File: config.mk
export PLATFORM = sky130hd
export DESIGN_NAME = g_4rrarb_flat
export DESIGN_NICKNAME = d
export VERILOG_FILES = /design/src/rtl/g_macro_pkg.sv /design/src/rtl/g_4rrarb_if.sv /design/src/rtl/g_4rrarb_pick.sv /design/src/rtl/g_4rrarb.sv /design/src/flat_wrapper.sv
export SDC_FILE = /design/constraint.sdc
export NUM_CORES = 1
export LEC_CHECK = 0
export CAP_MARGIN = 20
export CORE_MARGIN = 3
export CORE_UTILIZATION = 55
export CTS_BUF_LIST = sky130_fd_sc_hd__clkbuf_4
export CTS_CLUSTER_DIAMETER = 150
export DETAILED_ROUTE_END_ITERATION = 10
export PLACE_DENSITY = 0.91
export SLEW_MARGIN = 20
export SYNTH_ARGS = -nofsm -noshare
export SYNTH_HDL_FRONTEND = slang
export SYNTH_SLANG_ARGS = --single-unit
File: constraint.sdc
create_clock -name CK -period 4.21 [get_ports CK]
set_clock_uncertainty 0.05 [all_clocks]
set_input_delay 1.0525 -clock CK [delete_from_list [all_inputs] [get_ports CK]]
set_output_delay 1.0525 -clock CK [all_outputs]
set_load 0.01 [all_outputs]
File: src/rtl/g_macro_pkg.sv
// Shared definitions for the schematic macro library blocks.
package g_macro_pkg;

   localparam int NREQ = 4;   // requesters per arbiter
   localparam int HCW  = 8;   // hold-counter width

   // Arbiter ownership state
   typedef enum logic {
      IDLE = 1'b0,
      OWN  = 1'b1
   } state_t;

endpackage : g_macro_pkg

File: src/rtl/g_4rrarb_if.sv
// Request/grant bundle of the four-way round-robin arbiter.
// Handshake: REQ[i] is a level; the arbiter answers with a registered one-hot
// GNT one edge later and keeps it while REQ[GID] stays high, up to MAXHOLD
// cycles. Dropping REQ[GID] releases the grant; GNT is all-zero for at least
// one cycle between owners. CE qualifies every register update.
interface g_4rrarb_if;
   import g_macro_pkg::*;

   logic                 CE;
   logic [NREQ-1:0]      REQ;
   logic [NREQ-1:0]      GNT;
   logic [1:0]           GID;
   logic                 ANY;
   logic                 TOUT;
   state_t               STATE;   // debug view of the ownership FSM
   logic [HCW-1:0]       HC;      // debug view of the hold counter

   // Requester side
   modport master (
      output CE, REQ,
      input  GNT, GID, ANY, TOUT, STATE, HC
   );

   // Arbiter side
   modport slave (
      input  CE, REQ,
      output GNT, GID, ANY, TOUT, STATE, HC
   );

endinterface : g_4rrarb_if

File: src/rtl/g_4rrarb_pick.sv
// Round-robin pick: rotate requests so LAST+1 sits at bit 0, select the lowest
// set bit, then rotate the index back.
module g_4rrarb_pick
   import g_macro_pkg::*;
(
   input  logic [NREQ-1:0] REQ,
   input  logic [1:0]      LAST,
   output logic [1:0]      PICK,
   output logic            VALID
);

   logic [NREQ-1:0] rot;
   logic [1:0]      sel;

   // Rotate: rot[i] is the request i+1 positions after LAST
   always_comb begin
      rot = '0;
      for (int i = 0; i < NREQ; i++) begin
         rot[i] = REQ[LAST + 2'(i + 1)];
      end
   end

   // Fixed priority on the rotated vector, lowest index wins
   always_comb begin
      sel = '0;
      for (int i = NREQ - 1; i >= 0; i--) begin
         if (rot[i]) begin
            sel = 2'(i);
         end
      end
   end

   assign PICK  = LAST + 2'd1 + sel;
   assign VALID = |REQ;

endmodule : g_4rrarb_pick

File: src/rtl/g_4rrarb.sv
// Four-way round-robin arbiter with bounded hold time and a one-cycle idle
// gap between owners. ANY is the registered OR of the requests.
module g_4rrarb
   import g_macro_pkg::*;
#(
   parameter int MAXHOLD = 16   // 1..255, 0 = unlimited hold
)(
   input  logic       CK,
   input  logic       CD,
   g_4rrarb_if.slave  bus
);

   if (MAXHOLD < 0 || MAXHOLD > 255) begin : g_bad_maxhold
      $error("g_4rrarb: MAXHOLD must be in 0..255");
   end

   localparam bit             LIMITED = (MAXHOLD != 0);
   localparam logic [HCW-1:0] MAX_HC  = HCW'(MAXHOLD);

   state_t          state, state_n;
   logic [NREQ-1:0] gnt, gnt_n;
   logic [1:0]      gid, gid_n;
   logic [1:0]      last, last_n;
   logic [HCW-1:0]  hc, hc_n;
   logic            tout, tout_n;
   logic            any;
   logic [1:0]      pick;
   logic            pick_valid;

   g_4rrarb_pick u_pick (
      .REQ   (bus.REQ),
      .LAST  (last),
      .PICK  (pick),
      .VALID (pick_valid)
   );

   // Register all state; CE=0 freezes everything but clears the TOUT pulse
   always_ff @(posedge CK or posedge CD) begin
      if (CD) begin
         state <= IDLE;
         gnt   <= '0;
         gid   <= 2'd0;
         last  <= 2'd3;
         hc    <= '0;
         tout  <= 1'b0;
         any   <= 1'b0;
      end else if (bus.CE) begin
         state <= state_n;
         gnt   <= gnt_n;
         gid   <= gid_n;
         last  <= last_n;
         hc    <= hc_n;
         tout  <= tout_n;
         any   <= |bus.REQ;
      end else begin
         tout  <= 1'b0;
      end
   end

   // Next-state: grant from IDLE, then release, expire or keep counting in OWN
   always_comb begin
      state_n = state;
      gnt_n   = gnt;
      gid_n   = gid;
      last_n  = last;
      hc_n    = hc;
      tout_n  = 1'b0;
      case (state)
         IDLE: begin
            if (pick_valid) begin
               gnt_n   = 4'b0001 << pick;
               gid_n   = pick;
               last_n  = pick;
               hc_n    = 8'd1;
               state_n = OWN;
            end
         end
         OWN: begin
            if (!bus.REQ[gid]) begin
               // release wins over a coincident expiry
               gnt_n   = '0;
               state_n = IDLE;
            end else if (LIMITED && hc == MAX_HC) begin
               gnt_n   = '0;
               tout_n  = 1'b1;
               state_n = IDLE;
            end else if (hc != 8'hFF) begin
               hc_n    = hc + 8'd1;
            end
         end
         default: begin
            state_n = IDLE;
            gnt_n   = '0;
         end
      endcase
   end

   assign bus.GNT   = gnt;
   assign bus.GID   = gid;
   assign bus.ANY   = any;
   assign bus.TOUT  = tout;
   assign bus.STATE = state;
   assign bus.HC    = hc;

endmodule : g_4rrarb

File: src/flat_wrapper.sv
// flat-port wrapper written by rule: the top's interface ports become plain ports
module g_4rrarb_flat import g_macro_pkg::*;
#(
   parameter int MAXHOLD = 16                                
)
  (CK, CD, bus_CE, bus_REQ, bus_GNT, bus_GID, bus_ANY, bus_TOUT, bus_STATE, bus_HC);
  g_4rrarb_if bus_i ();
  input  logic CK;
  input  logic CD;
  input wire logic [$bits(bus_i.CE)-1:0] bus_CE;
  input wire logic [$bits(bus_i.REQ)-1:0] bus_REQ;
  output wire logic [$bits(bus_i.GNT)-1:0] bus_GNT;
  output wire logic [$bits(bus_i.GID)-1:0] bus_GID;
  output wire logic [$bits(bus_i.ANY)-1:0] bus_ANY;
  output wire logic [$bits(bus_i.TOUT)-1:0] bus_TOUT;
  output wire logic [$bits(bus_i.STATE)-1:0] bus_STATE;
  output wire logic [$bits(bus_i.HC)-1:0] bus_HC;
  assign bus_i.CE = bus_CE;
  assign bus_i.REQ = bus_REQ;
  assign bus_GNT = bus_i.GNT;
  assign bus_GID = bus_i.GID;
  assign bus_ANY = bus_i.ANY;
  assign bus_TOUT = bus_i.TOUT;
  assign bus_STATE = bus_i.STATE;
  assign bus_HC = bus_i.HC;
  g_4rrarb #(.MAXHOLD(MAXHOLD)) u_core (.CK(CK), .CD(CD), .bus(bus_i));
endmodule
# Word-level counts from Yosys, hierarchy flattened
# Cells that the tools add are included.
# W data, S select, Z words.
# word_totals
register_bits	19
elab_cells	61
# classes
addsub	5
n_lt_le_gt_ge	5
n_eq_ne	7
shifts	1
muxes	31
n_bitwise	1
n_reduce_logical	4
# ops
cell	n
$mux W8	4
$pmux W8 S2	1
$lt A2 B3 Y1 const B	5
$mux W1	12
$mux W4	3
$bmux W1 S2	5
$add A8 B1 Y8 const B	1
$eq A8 B5 Y1 const B	1
$mux W2	4
$ne A8 B8 Y1 const B	1
$pmux W4 S2	1
$ne A2 B2 Y1 const B	3
$reduce_and A3 Y1	2
$reduce_and A5 Y1	1
$add A2 B2 Y2 const B	2
$reduce_or A4 Y1	1
$shl A1 B2 Y4 const A	1
$ne A3 B3 Y1 const B	1
$add A2 B1 Y2 const B	1
$add A2 B2 Y2	1
$ne A2 B1 Y1 const B	1
$pmux W1 S2	1
$not A1 Y1	1

# Depth between registers and ports, before layout
# depth
ltp_word	10
mapped_depth	11

# Cells and area by module
# Synthesis repeated with hierarchy kept, for this count alone.
# hier_totals
cells_unflattened	128
area_unflattened_um2	1336.3
# by_module_without_submodules
module	instances	cells_each	area_each_um2	seq_area_each_um2
g_4rrarb	1	102	1142.3	478.0
g_4rrarb_pick	1	26	193.9	0.0

# Worst setup path before layout
# OpenSTA, ideal clock, no wires.
# synth_path
path_type	in2reg
start	in bus_REQ[3]
end	reg u_core.gid[1] (netlist: u_core.bus.GID[1])
setup_ps	125
arrival_ps	2615
required_ps	4035
slack_ps	1420
path_stages	11
path_buffers	1
cell_sequence	buf_2 -> nand2_1 -> a21oi_1 -> nor2_1 -> a211oi_1 -> a21oi_1 -> ha_1 -> xnor2_1 -> xnor2_1 -> xnor2_1 -> mux2_2
# synth_via
elab_chain_cells	7
elab_cells_between_ends	15
# synth_lines
item	line	source
start, declared	flat_wrapper.sv:11	input wire logic [$bits(bus_i.REQ)-1:0] bus_REQ;
$bmux W1 S2	g_4rrarb_pick.sv:19	rot[i] = REQ[LAST + 2'(i + 1)];
$mux W1 (implied by the code)	g_4rrarb_pick.sv:19	
$mux W2 (4 in series)	g_4rrarb_pick.sv:27	if (rot[i]) begin
$add A2 B2 Y2	g_4rrarb_pick.sv:33	assign PICK = LAST + 2'd1 + sel;
end signal, assigned	g_4rrarb.sv:50	gid <= gid_n;
end, declared	g_4rrarb.sv:22	logic [1:0] gid, gid_n;
# Several ways; a longest one is shown, not always the timed one. The select of a mux whose other input is x is not followed.
# A chain may end at the register's enable or synchronous reset.

# Final worst setup path
# Ends and elaborated chain as after synthesis.

==> results_dict.tcl <==
set metrics [dict create \
    critical_path.top_delay_family "XOR/XNOR gates" \
    clk_latency_ns 0.31 \
    cts_root_buf "clkbuf_4" \
    hold_start "u_core.bus.GNT[1]" \
    cts.hold.buffers_added 0 \
    use_met1_pct 27.36 \
    yosys.area.top_type_share_pct 36.40 \
    max_stage_delay_ns 0.66 \
    path_max_fanout 9 \
    ys_ff_latch 19 \
    grt_pass1_wl_um 4443 \
    ys_seq_area_share_pct 40.90 \
    dp.cells 172 \
    path_depth 11 \
    numCtsBuffers 3 \
    vias 1074 \
    drv_cap 0 \
    ff2ff_path_depth 10 \
    worstMarginPinSlew_ns 0.7030 \
    fin_nets 160 \
    grt_max_degree 20 \
    n_antenna_cell 0 \
    hold_violations 0 \
    crit-reg2reg-launch "u_core.last[1]" \
    cts_tree "done" \
    worst_r2r_endpoint "u_core.bus.GID[1]" \
    syn-num-nets 137 \
    clkSinkCount 19 \
    setup_viol 0 \
    hold_path_depth 2 \
    fp.dieH_um 52.10 \
    die_w_um 52.10 \
    wire_per_inst_um 14.55 \
    cp_cell_sequence "clkdlybuf4s50_1 > nand2_1 > a21oi_1 > nor2_1 > a211oi_1 > a21oi_1 > ha_1 > xnor2_1 > xnor2_1 > xnor2_1 > mux2_2" \
    gr-usage-met2_pct 35.56 \
    synthCells 127 \
    use_met3_pct 4.585 \
    synth_ff_type "dfrtp_1" \
    syn_to_final_growth_pct 21.95 \
    avgSynthCellArea_um2 9.202 \
    drive_above_1_share_pct 8.725 \
    core_area_um2 1982 \
    overflow 0 \
    cp_slowest_cell "clkdlybuf4s50_1" \
    cts_resized 0 \
    slew_headroom_pct 53.08 \
    crit_type "input port to flip-flop" \
    grtUsageTotal_pct 21.94 \
    leakagePower_nw 0.5950 \
    clock_path_buffers 2 \
    busiest_layer "met2" \
    drt_wl_total_um 2561 \
    start_util_pct 58.96 \
    critPathCaptureType "flip-flop" \
    min_to "u_core.bus.GNT[1]" \
    yosysWarningCount 0 \
    totalNegativeSetupSlack_ns 0 \
    dp_hpwl_um 1830 \
    status "finished clean" \
    dieArea_um2 2714 \
    p_per_area_nw_per_um2 583.6 \
    portBuffers 23 \
    synth_edf_count 0 \
    synthTopCellsByArea "dfrtp_1, dfstp_2, inv_1, a21oi_1, nand2_1" \
    postCtsSetupBuffers 0 \
    vdd_drop_max_uv 394.8 \
    fin_cells 176 \
    antenna_found_initial 0 \
    maxClockFrequency_ghz 0.3115 \
    path_common_cell "xnor2_1" \
    multi_input_area_um2 606.8 \
    fin_crit_ns 3.211 \
    ys_async_sr_fraction_pct 100.0 \
    regArea_um2 478.0 \
    ys_types 38 \
    hold_class "flip-flop to flip-flop" \
    rows 16 \
    fill_cells 132 \
    htreeDepth 1 \
    cp-start-kind "input port" \
    drc 0 \
    crit_required_ns 4.42 \
    cp.arrival_ns 3.42 \
    min_period_over_period_pct 76.26 \
    r2r_slack_ns 1.79 \
    first_pass_iters 6 \
    clk_pin_slew_ns 0.11 \
    postRouteAntennaNets 0 \
    rsz0062_at_grt "no" \
    place_congestion 0.8472 \
    yosys.area.top_type "dfrtp_1" \
    ios 24 \
    routed_via_density 6.102 \
    drt_iter0_drc 53 \
    maxSlewViolCount 0 \
    syn-cell-area_um2 1169 \
    crit_buf_inv 1 \
    grt_pass1_vias 1017 \
]
==> cells by family after synthesis <==
family / Yosys count / share of synthesized area (%)
AOI/OAI and AO/OA: 30 / 18.10
xor gates and xnor gates: 3 / 2.249
adders and majority gates: 3 / 3.212
buffers and inverters: 18 / 7.173
DFF: 19 / 40.90
muxes: 6 / 5.460
and+or+nand+nor: 48 / 22.91
==> worst max-delay path by stage <==
stage / from / end / slack [ns]
finish: bus_REQ[3] / u_core.bus.GID[1] / 1.0
global route: bus_REQ[0] / u_core.last[1] / 0.82
CTS: bus_REQ[3] / u_core.bus.GID[1] / 1.02
detailed placement: bus_REQ[3] / u_core.bus.GID[1] / 0.72
global placement: bus_REQ[0] / u_core.bus.GNT[1] / 0.83
floorplan: bus_REQ[3] / u_core.bus.GID[1] / 1.42
==> Yosys cell counts (4+ instances only) <==
| cell type | number |
|---|---|
| a21oi_1 | 9 |
| dfrtp_1 | 17 |
| inv_1 | 13 |
| nand2_1 | 12 |
| nand3_1 | 4 |
| nor2_1 | 12 |
| o21ai_0 | 6 |
==> power breakdown <==
part	switching, mW	leakage (nW)	internal (mW)
clock network	0.0593	0.0177	0.0355
logic	0.216	0.337	0.203
registers	0.0775	0.240	0.240
==> cells in the final DEF (no fill, tap or decap), types with 2 or more instances in the layout <==
cell and count:
a21oi_1 9, and3_1 2, clkbuf_4 3, clkdlybuf4s50_1 23
dfrtp_1 17, dfstp_2 2, ha_1 3, inv_1 13
mux2_2 3, mux2i_1 3, nand2_1 12, nand2b_1 3
nand3_1 4, nand4_1 3, nor2_1 12, o21ai_0 6
o22ai_1 2, o2bb2ai_1 2, o32ai_1 3, or3_1 3
or4_1 2, xnor2_1 3
==> worst reg2reg max path, delay by kind of cell (launching register included) <==
family | cells | cell delay, ns
multiplexers | 1 | 0.24
XOR/XNOR | 3 | 0.68
adder cells (fa/ha/maj) | 1 | 0.20
AO/OA/AOI/OAI | 3 | 0.44
flip-flops | 1 | 0.63
AND/OR/NAND/NOR | 2 | 0.14
==> area by class of cell <==
cell class                 count  share of cell area (%)
inverter                      13                   3.424
sequential                    19                   33.54
tap                           27                   2.370
clock buffer                   3                   1.580
timing repair buffer          23                   16.15
clock inverter                 1                  0.3512
multi-input combinational     90                   42.58
==> routing by layer <==
layer | vias to the layer above | wire [um]
met1 | 496 | 1062
met4 | 0 | 62
li1 | 502 | -
met5 | - | 0
met3 | 10 | 221
met2 | 66 | 1215
==> through the flow <==
stage                     util, %  setup WS, ns  instance area, um^2  hold WS [ns]  power [mW]
final                       71.91        0.9993                 1425        0.4863      0.8318
after global routing        71.91        0.8194                 1425        0.5252      0.8958
after CTS                   71.91         1.020                 1425        0.4851      0.8299
after detailed placement    70.52        0.7179                 1398        0.4584      0.7320
after global placement      70.52        0.8334                 1398        0.4541      0.7112
after floorplan                 -         1.420                 1169        0.4910      0.6024
==> sequential cells by signal, indices dropped and copies added, names as in the netlist <==
name / flops
u_core.bus.ANY: 1
u_core.bus.TOUT: 1
u_core.last: 2
u_core.bus.GID: 2
u_core.bus.HC: 8
u_core.bus.GNT: 4
u_core.bus.STATE: 1
(Power assumes the default switching activity.)
